<file path="config.mk">
export PLATFORM = sky130hd
export DESIGN_NAME = uart_tx_sink_flat
export DESIGN_NICKNAME = d
export VERILOG_FILES = /design/src/rtl/uart_tx_sink_if.sv /design/src/rtl/uart_tx_sink.sv /design/src/flat_wrapper.sv
export SDC_FILE = /design/constraint.sdc
export NUM_CORES = 1
export LEC_CHECK = 0
export BUFFER_PORTS_ARGS = -buffer_cell sky130_fd_sc_hd__buf_4
export CORE_MARGIN = 8
export CORE_UTILIZATION = 35
export DETAILED_ROUTE_END_ITERATION = 7
export GPL_TIMING_DRIVEN = 0
export HOLD_SLACK_MARGIN = 0.15
export PLACE_DENSITY = 0.54
export RECOVER_POWER = 50
export SETUP_SLACK_MARGIN = 0.2
export SLEW_MARGIN = 25
export SYNTH_ARGS = -nofsm -noshare
export SYNTH_HDL_FRONTEND = slang
export SYNTH_SLANG_ARGS = --single-unit
</file>
<file path="constraint.sdc">
create_clock -name clk -period 3.8 [get_ports clk]
set_input_delay 0.19 -clock clk [delete_from_list [all_inputs] [get_ports clk]]
set_output_delay 0.19 -clock clk [all_outputs]
set_load 0.05 [all_outputs]
</file>
<file path="src/rtl/uart_tx_sink_if.sv">
// Valid/ready byte-stream interface between the MMIO store path and the UART sink.
// The producer drives valid and data; the consumer answers with ready.
interface rv_if #(
   parameter int DW = 8
);
   logic          valid;
   logic          ready;
   logic [DW-1:0] data;

   modport TX (output valid, output data, input  ready);
   modport RX (input  valid, input  data, output ready);
endinterface

</file>
<file path="src/rtl/uart_tx_sink.sv">
// Byte-stream sink: a small FIFO feeding an 8N1 UART serialiser, sent LSB first.
// uart_tx always comes straight from a flop and idles high.
module uart_tx_sink #(
   parameter  int CLKS_PER_BIT = 16,
   parameter  int FIFO_DEPTH   = 4,
   localparam int CW           = $clog2(FIFO_DEPTH + 1)
) (
   input  logic          clk,
   input  logic          rst_n,
   rv_if.RX              byte_in,
   output logic          uart_tx,
   output logic          busy,
   output logic [CW-1:0] fifo_cnt
);
   localparam int AW = $clog2(FIFO_DEPTH);
   localparam int BW = (CLKS_PER_BIT > 2) ? $clog2(CLKS_PER_BIT) : 1;

   typedef enum logic [1:0] {IDLE, START, DATA, STOP} state_t;

   state_t          state_reg, state_next;
   logic [7:0]      mem [FIFO_DEPTH];
   logic [AW-1:0]   wr_ptr_reg, rd_ptr_reg;
   logic [CW-1:0]   cnt_reg;
   logic [7:0]      shift_reg, shift_next;
   logic [BW-1:0]   baud_cnt_reg, baud_cnt_next;
   logic [2:0]      bit_cnt_reg, bit_cnt_next;
   logic            tx_reg, tx_next;
   logic            push, pop, fifo_empty, baud_done;

   // Ready comes only from the registered count, so a full FIFO refuses even while popping.
   assign byte_in.ready = (cnt_reg != CW'(FIFO_DEPTH));
   assign push          = byte_in.valid && byte_in.ready;
   assign fifo_empty    = (cnt_reg == '0);
   assign baud_done     = (baud_cnt_reg == BW'(CLKS_PER_BIT - 1));
   assign uart_tx       = tx_reg;
   assign busy          = (state_reg != IDLE) || (cnt_reg != '0);
   assign fifo_cnt      = cnt_reg;

   always_ff @(posedge clk) begin
      if (push) begin
         mem[wr_ptr_reg] <= byte_in.data;
      end
   end

   always_ff @(posedge clk or negedge rst_n) begin
      if (!rst_n) begin
         wr_ptr_reg <= '0;
         rd_ptr_reg <= '0;
         cnt_reg    <= '0;
      end else begin
         if (push) wr_ptr_reg <= wr_ptr_reg + 1'b1;
         if (pop)  rd_ptr_reg <= rd_ptr_reg + 1'b1;
         case ({push, pop})
            2'b10:   cnt_reg <= cnt_reg + 1'b1;
            2'b01:   cnt_reg <= cnt_reg - 1'b1;
            default: cnt_reg <= cnt_reg;
         endcase
      end
   end

   always_ff @(posedge clk or negedge rst_n) begin
      if (!rst_n) begin
         state_reg    <= IDLE;
         shift_reg    <= '0;
         baud_cnt_reg <= '0;
         bit_cnt_reg  <= '0;
         tx_reg       <= 1'b1;
      end else begin
         state_reg    <= state_next;
         shift_reg    <= shift_next;
         baud_cnt_reg <= baud_cnt_next;
         bit_cnt_reg  <= bit_cnt_next;
         tx_reg       <= tx_next;
      end
   end

   always_comb begin
      state_next = state_reg;
      case (state_reg)
         IDLE:    if (!fifo_empty) state_next = START;
         START:   if (baud_done) state_next = DATA;
         DATA:    if (baud_done && bit_cnt_reg == 3'd7) state_next = STOP;
         STOP:    if (baud_done) state_next = fifo_empty ? IDLE : START;
         default: state_next = IDLE;
      endcase
   end

   always_comb begin
      pop           = 1'b0;
      tx_next       = tx_reg;
      shift_next    = shift_reg;
      bit_cnt_next  = bit_cnt_reg;
      baud_cnt_next = baud_done ? '0 : baud_cnt_reg + 1'b1;
      case (state_reg)
         IDLE: begin
            baud_cnt_next = '0;
            bit_cnt_next  = '0;
            if (!fifo_empty) begin
               pop        = 1'b1;
               shift_next = mem[rd_ptr_reg];
               tx_next    = 1'b0;
            end
         end
         START: begin
            if (baud_done) begin
               tx_next      = shift_reg[0];
               bit_cnt_next = '0;
            end
         end
         DATA: begin
            if (baud_done) begin
               if (bit_cnt_reg == 3'd7) begin
                  tx_next = 1'b1;
               end else begin
                  shift_next   = {1'b0, shift_reg[7:1]};
                  tx_next      = shift_reg[1];
                  bit_cnt_next = bit_cnt_reg + 1'b1;
               end
            end
         end
         STOP: begin
            // Chain straight into the next start bit so queued bytes leave no idle gap.
            if (baud_done) begin
               bit_cnt_next = '0;
               if (!fifo_empty) begin
                  pop        = 1'b1;
                  shift_next = mem[rd_ptr_reg];
                  tx_next    = 1'b0;
               end
            end
         end
         default: begin
            tx_next = 1'b1;
         end
      endcase
   end
endmodule
</file>
<file path="src/flat_wrapper.sv">
// flat-port wrapper written by rule: the top's interface ports become plain ports
module uart_tx_sink_flat 
#(
   parameter  int CLKS_PER_BIT = 16,
   parameter  int FIFO_DEPTH   = 4,
   localparam int CW           = $clog2(FIFO_DEPTH + 1)
)
  (clk, rst_n, uart_tx, busy, fifo_cnt, byte_in_valid, byte_in_data, byte_in_ready);
  rv_if byte_in_i ();
  input  logic clk;
  input  logic rst_n;
  output logic uart_tx;
  output logic busy;
  output logic [CW-1:0] fifo_cnt;
  input wire logic [$bits(byte_in_i.valid)-1:0] byte_in_valid;
  input wire logic [$bits(byte_in_i.data)-1:0] byte_in_data;
  output wire logic [$bits(byte_in_i.ready)-1:0] byte_in_ready;
  assign byte_in_i.valid = byte_in_valid;
  assign byte_in_i.data = byte_in_data;
  assign byte_in_ready = byte_in_i.ready;
  uart_tx_sink #(.CLKS_PER_BIT(CLKS_PER_BIT), .FIFO_DEPTH(FIFO_DEPTH)) u_core (.clk(clk), .rst_n(rst_n), .byte_in(byte_in_i), .uart_tx(uart_tx), .busy(busy), .fifo_cnt(fifo_cnt));
endmodule
</file>
==> flow_results.org <==
** Clocking
- The clock passes through at most 2 buffers.
- TritonCTS built the clock tree.
- Clock tree synthesis inserted a total of 9 buffers.
- The later pin in the worst-skew pair is clocked with a latency of 0.33 ns.
- Number of clock sinks seen by CTS :: 57
- The H-tree was split into 3 levels.
- Root buffer cell :: clkbuf_8
- Clock-pin slew was measured on the worst setup and hold paths at 0.07 ns.
- Number of cells upsized or downsized after cts :: 0

** Routing
- Summed over all layers, the routed wires come to 4540 microns.
- WL per Instance :: 14.3 microns
- Using the TritonRoute via totals, the vias-per-cell ratio works out to 4.69.
- Summing over every cut layer, the via total after detailed routing is 1493.
- Total iterations of the first detailed-routing run :: 4
- Number of design-rule violations left by the first detailed-router iteration :: 135
- For this run, design rule violations remaining after detail routing come to 0.
- The detail route stage leaves a number of antenna-violating nets equal to 0.

** Logic synthesis
- Synthesis handed over a netlist of 178 instances.
- Top cells by instance count after synthesis :: edfxtp_1 (32), dfrtp_1 (24), a21oi_1 (16)
- Number of distinct library cell variants in the gate-level netlist after synthesis :: 39
- Post-synth design cell area :: 2610 sq um
- For this run, the number of Yosys warnings is 0.
- Synthesized net count :: 203
- The most used flip-flop cell after synthesis is edfxtp_1.
- Leading area contributor after synthesis :: edfxtp_1
- Each instance of the synthesized netlist takes up on average 14.7 sq um.
- Area contributors post-synth :: edfxtp_1 (37%), dfrtp_1 (23%), mux4_2 (6.9%)
- edfxtp_1 is the most common cell in the netlist.
- Async set-or-reset flop fraction in the synthesized netlist :: 43.9%
- Yosys top cell area share :: 36.8%
- After synthesis the netlist holds a flip-flop and latch count of 57.
- Post-synth EDFFs :: 32
- Portion of the post-synthesis area used by sequential elements :: 60.8%

** STA
- Setup skew after layout :: 0.00471 ns
- For this run, the top clock speed supported by timing is 411 MHz.
- Measured against its own limit, the worst slew margin works out to 6.27%.
- Setup repair after global routing left no endpoint under its margin.
- Fraction of the cycle the final worst path needs :: 64.1%
- For the final routed database, the setup TNS stands at 0 ns.
- Final setup violation count :: 0
- The clock period could shrink to 2.43 ns.
- For the pin with the worst max-slew slack, the measured transition is 1.41 ns.
- The final hold violation count came to 0.
- Number of pins with negative max-slew slack in the final report :: 0

** Floorplanning
- From bottom edge to top edge, the die measures 102 microns.
- In this run the horizontal extent of the chip is 102 microns.
- 17 I/O pins were placed.
- Initial Util :: 36.0%
- Area of the core :: 7250 sq um
- Floorplan die area :: 10500 sq um
- Count of standard-cell rows :: 31

** Finish
- After the last flow step, the layout net total stands at 239.
- The number of antenna diodes in the final layout is 0.
- Of the cells placed in the final design, the portion with a size suffix greater than 1 is 20.5%.
- Synth-to-layout area growth :: 19.0%
- Max reg flops :: 32

** GRT
- Via count of the first global-routing pass :: 1568
- Pin count of the biggest net entering global routing :: 26
- The first global-routing pass estimated 7840 microns of wire.
- The initial antenna violation count is 0.
- For this run, the total global-route usage over all layers was measured as 9.98%.
- Gr ovfl total :: 0

** Status
- The run finished with clean final reports.

** Placement
- Buffers placed on the I/O ports in this run total 16.
- At the end of routability-driven placement, the weighted congestion stood at 0.682.
- DPL Wire Length :: 3080 microns

** Pwr
- Pwr/cell area :: 846 nW/um^2
- Post-layout total power :: 2630 uW
- VDD sags by at most 0.000334 V.
- Static leakage :: 0.00121 uW

** Setup path
- Critical path start-end classification :: register to register
- Cell count of the worst reg-to-reg path :: 7
- STA classifies the critical path startpoint as a register.
- Data arrives at the worst endpoint at 2.66 ns.
- The worst setup path is captured at a register.
- Top fanout value on the critical path :: 7
- Reg-to-reg slack, setup :: 1.37 ns
- CP Data Required Time :: 4.02 ns
- End of the worst register-to-register path :: u_core.fifo_cnt[1]
- The worst register-to-register path begins at u_core.state_reg[0].

** Worst hold path
- The tightest min-delay check is of the primary input to register type.
- Counting instances, the worst hold path has a depth of 3.
- For hold timing, the worst endpoint is u_core.wr_ptr_reg[0].
- The startpoint identified for the worst hold timing path is byte_in_valid.

** Flow run
- Count of max-cap constraint violations :: 0
## cell type report
class	count	area (sq um)
inverter	7	28.8
buffer	5	35.0
timing repair buffer	25	176
clock inverter	7	71.3
sequential	57	1590
clock buffer	9	124
multi-input combinational	109	961
fill	696	4150
tap	99	124
## worst max-delay path, cell delays in order, from the launching register on
cell	delay, ns
dfrtp_1	0.42
inv_1	0.13
ha_1	0.32
inv_1	0.11
a2111oi_4	0.40
ha_1	0.27
fa_1	0.41
mux2_2	0.26
## cell usage in the layout (no fill, tap or decap), types with 2 or more instances in the layout
cell           instances
clkinv_4               2
buf_4                  7
edfxtp_1              32
ha_1                  13
nor2_1                 6
clkbuf_1              11
nor3_1                 3
and3_1                 5
xor2_1                 3
buf_6                  2
dlygate4sd3_1          9
mux4_2                 8
mux2i_1                6
xnor2_1                5
nand3_1                2
a21oi_1               16
inv_1                  6
mux2_2                 3
clkbuf_8               9
o21ai_0                7
clkinvlp_4             2
nand2_1               10
dfrtp_1               24
and2_1                 3
a22o_1                 3
## report_power, final
part / total (uW) / switching [uW] / internal [uW]
combinational: 1090 / 609 / 481
clock: 555 / 254 / 301
sequential: 983 / 122 / 861
## routing by layer
layer	wire (microns)	track usage [%]	vias up
met1	2150	12.4	729
met3	121	2.66	9
met5	0	0	-
met4	83	6.09	0
met2	2190	15.1	18
li1	-	-	737
## cells by family after synthesis
| kind of cell | share of synthesized area, % |
|---|---|
| buffers and inverters | 2.44 |
| AOI/OAI and AO/OA | 8.62 |
| and+or+nand+nor | 7.47 |
| DFF | 60.8 |
| muxes | 11.0 |
| adders and majority gates | 6.99 |
| xor gates and xnor gates | 2.68 |
## per-stage QoR
stage          hold slack, ns  worst slack, ns  cells  area (sq um)  util (%)
6_report                0.252             1.37    318          3110      42.8
5_1_grt                 0.263             1.20    318          3110      42.8
4_1_cts                 0.244             1.35    318          3140      43.3
3_5_place_dp            0.124             1.37    293          2860      39.4
3_3_place_gp            0.129             1.36    293          2860      39.4
2_1_floorplan          -0.106             1.18    178          2610         -
## worst max path at each step
stage                        startpoint            endpoint  cells past startpoint
finish              u_core.state_reg[0]  u_core.fifo_cnt[1]                      7
global route        u_core.state_reg[0]  u_core.fifo_cnt[1]                      7
CTS                 u_core.state_reg[0]  u_core.fifo_cnt[1]                      7
detailed placement  u_core.state_reg[0]  u_core.fifo_cnt[1]                      7
global placement    u_core.state_reg[0]  u_core.fifo_cnt[1]                      7
floorplan            u_core.fifo_cnt[0]  u_core.fifo_cnt[2]                      9
## repair_timing
action / CTS / global route
endpoints found under the setup margin: 0 / 0
hold endpoints to repair: 57 / 0
hold buffers: 9 / 0
setup buffers: 0 / 0
(Power assumes the default switching activity.)
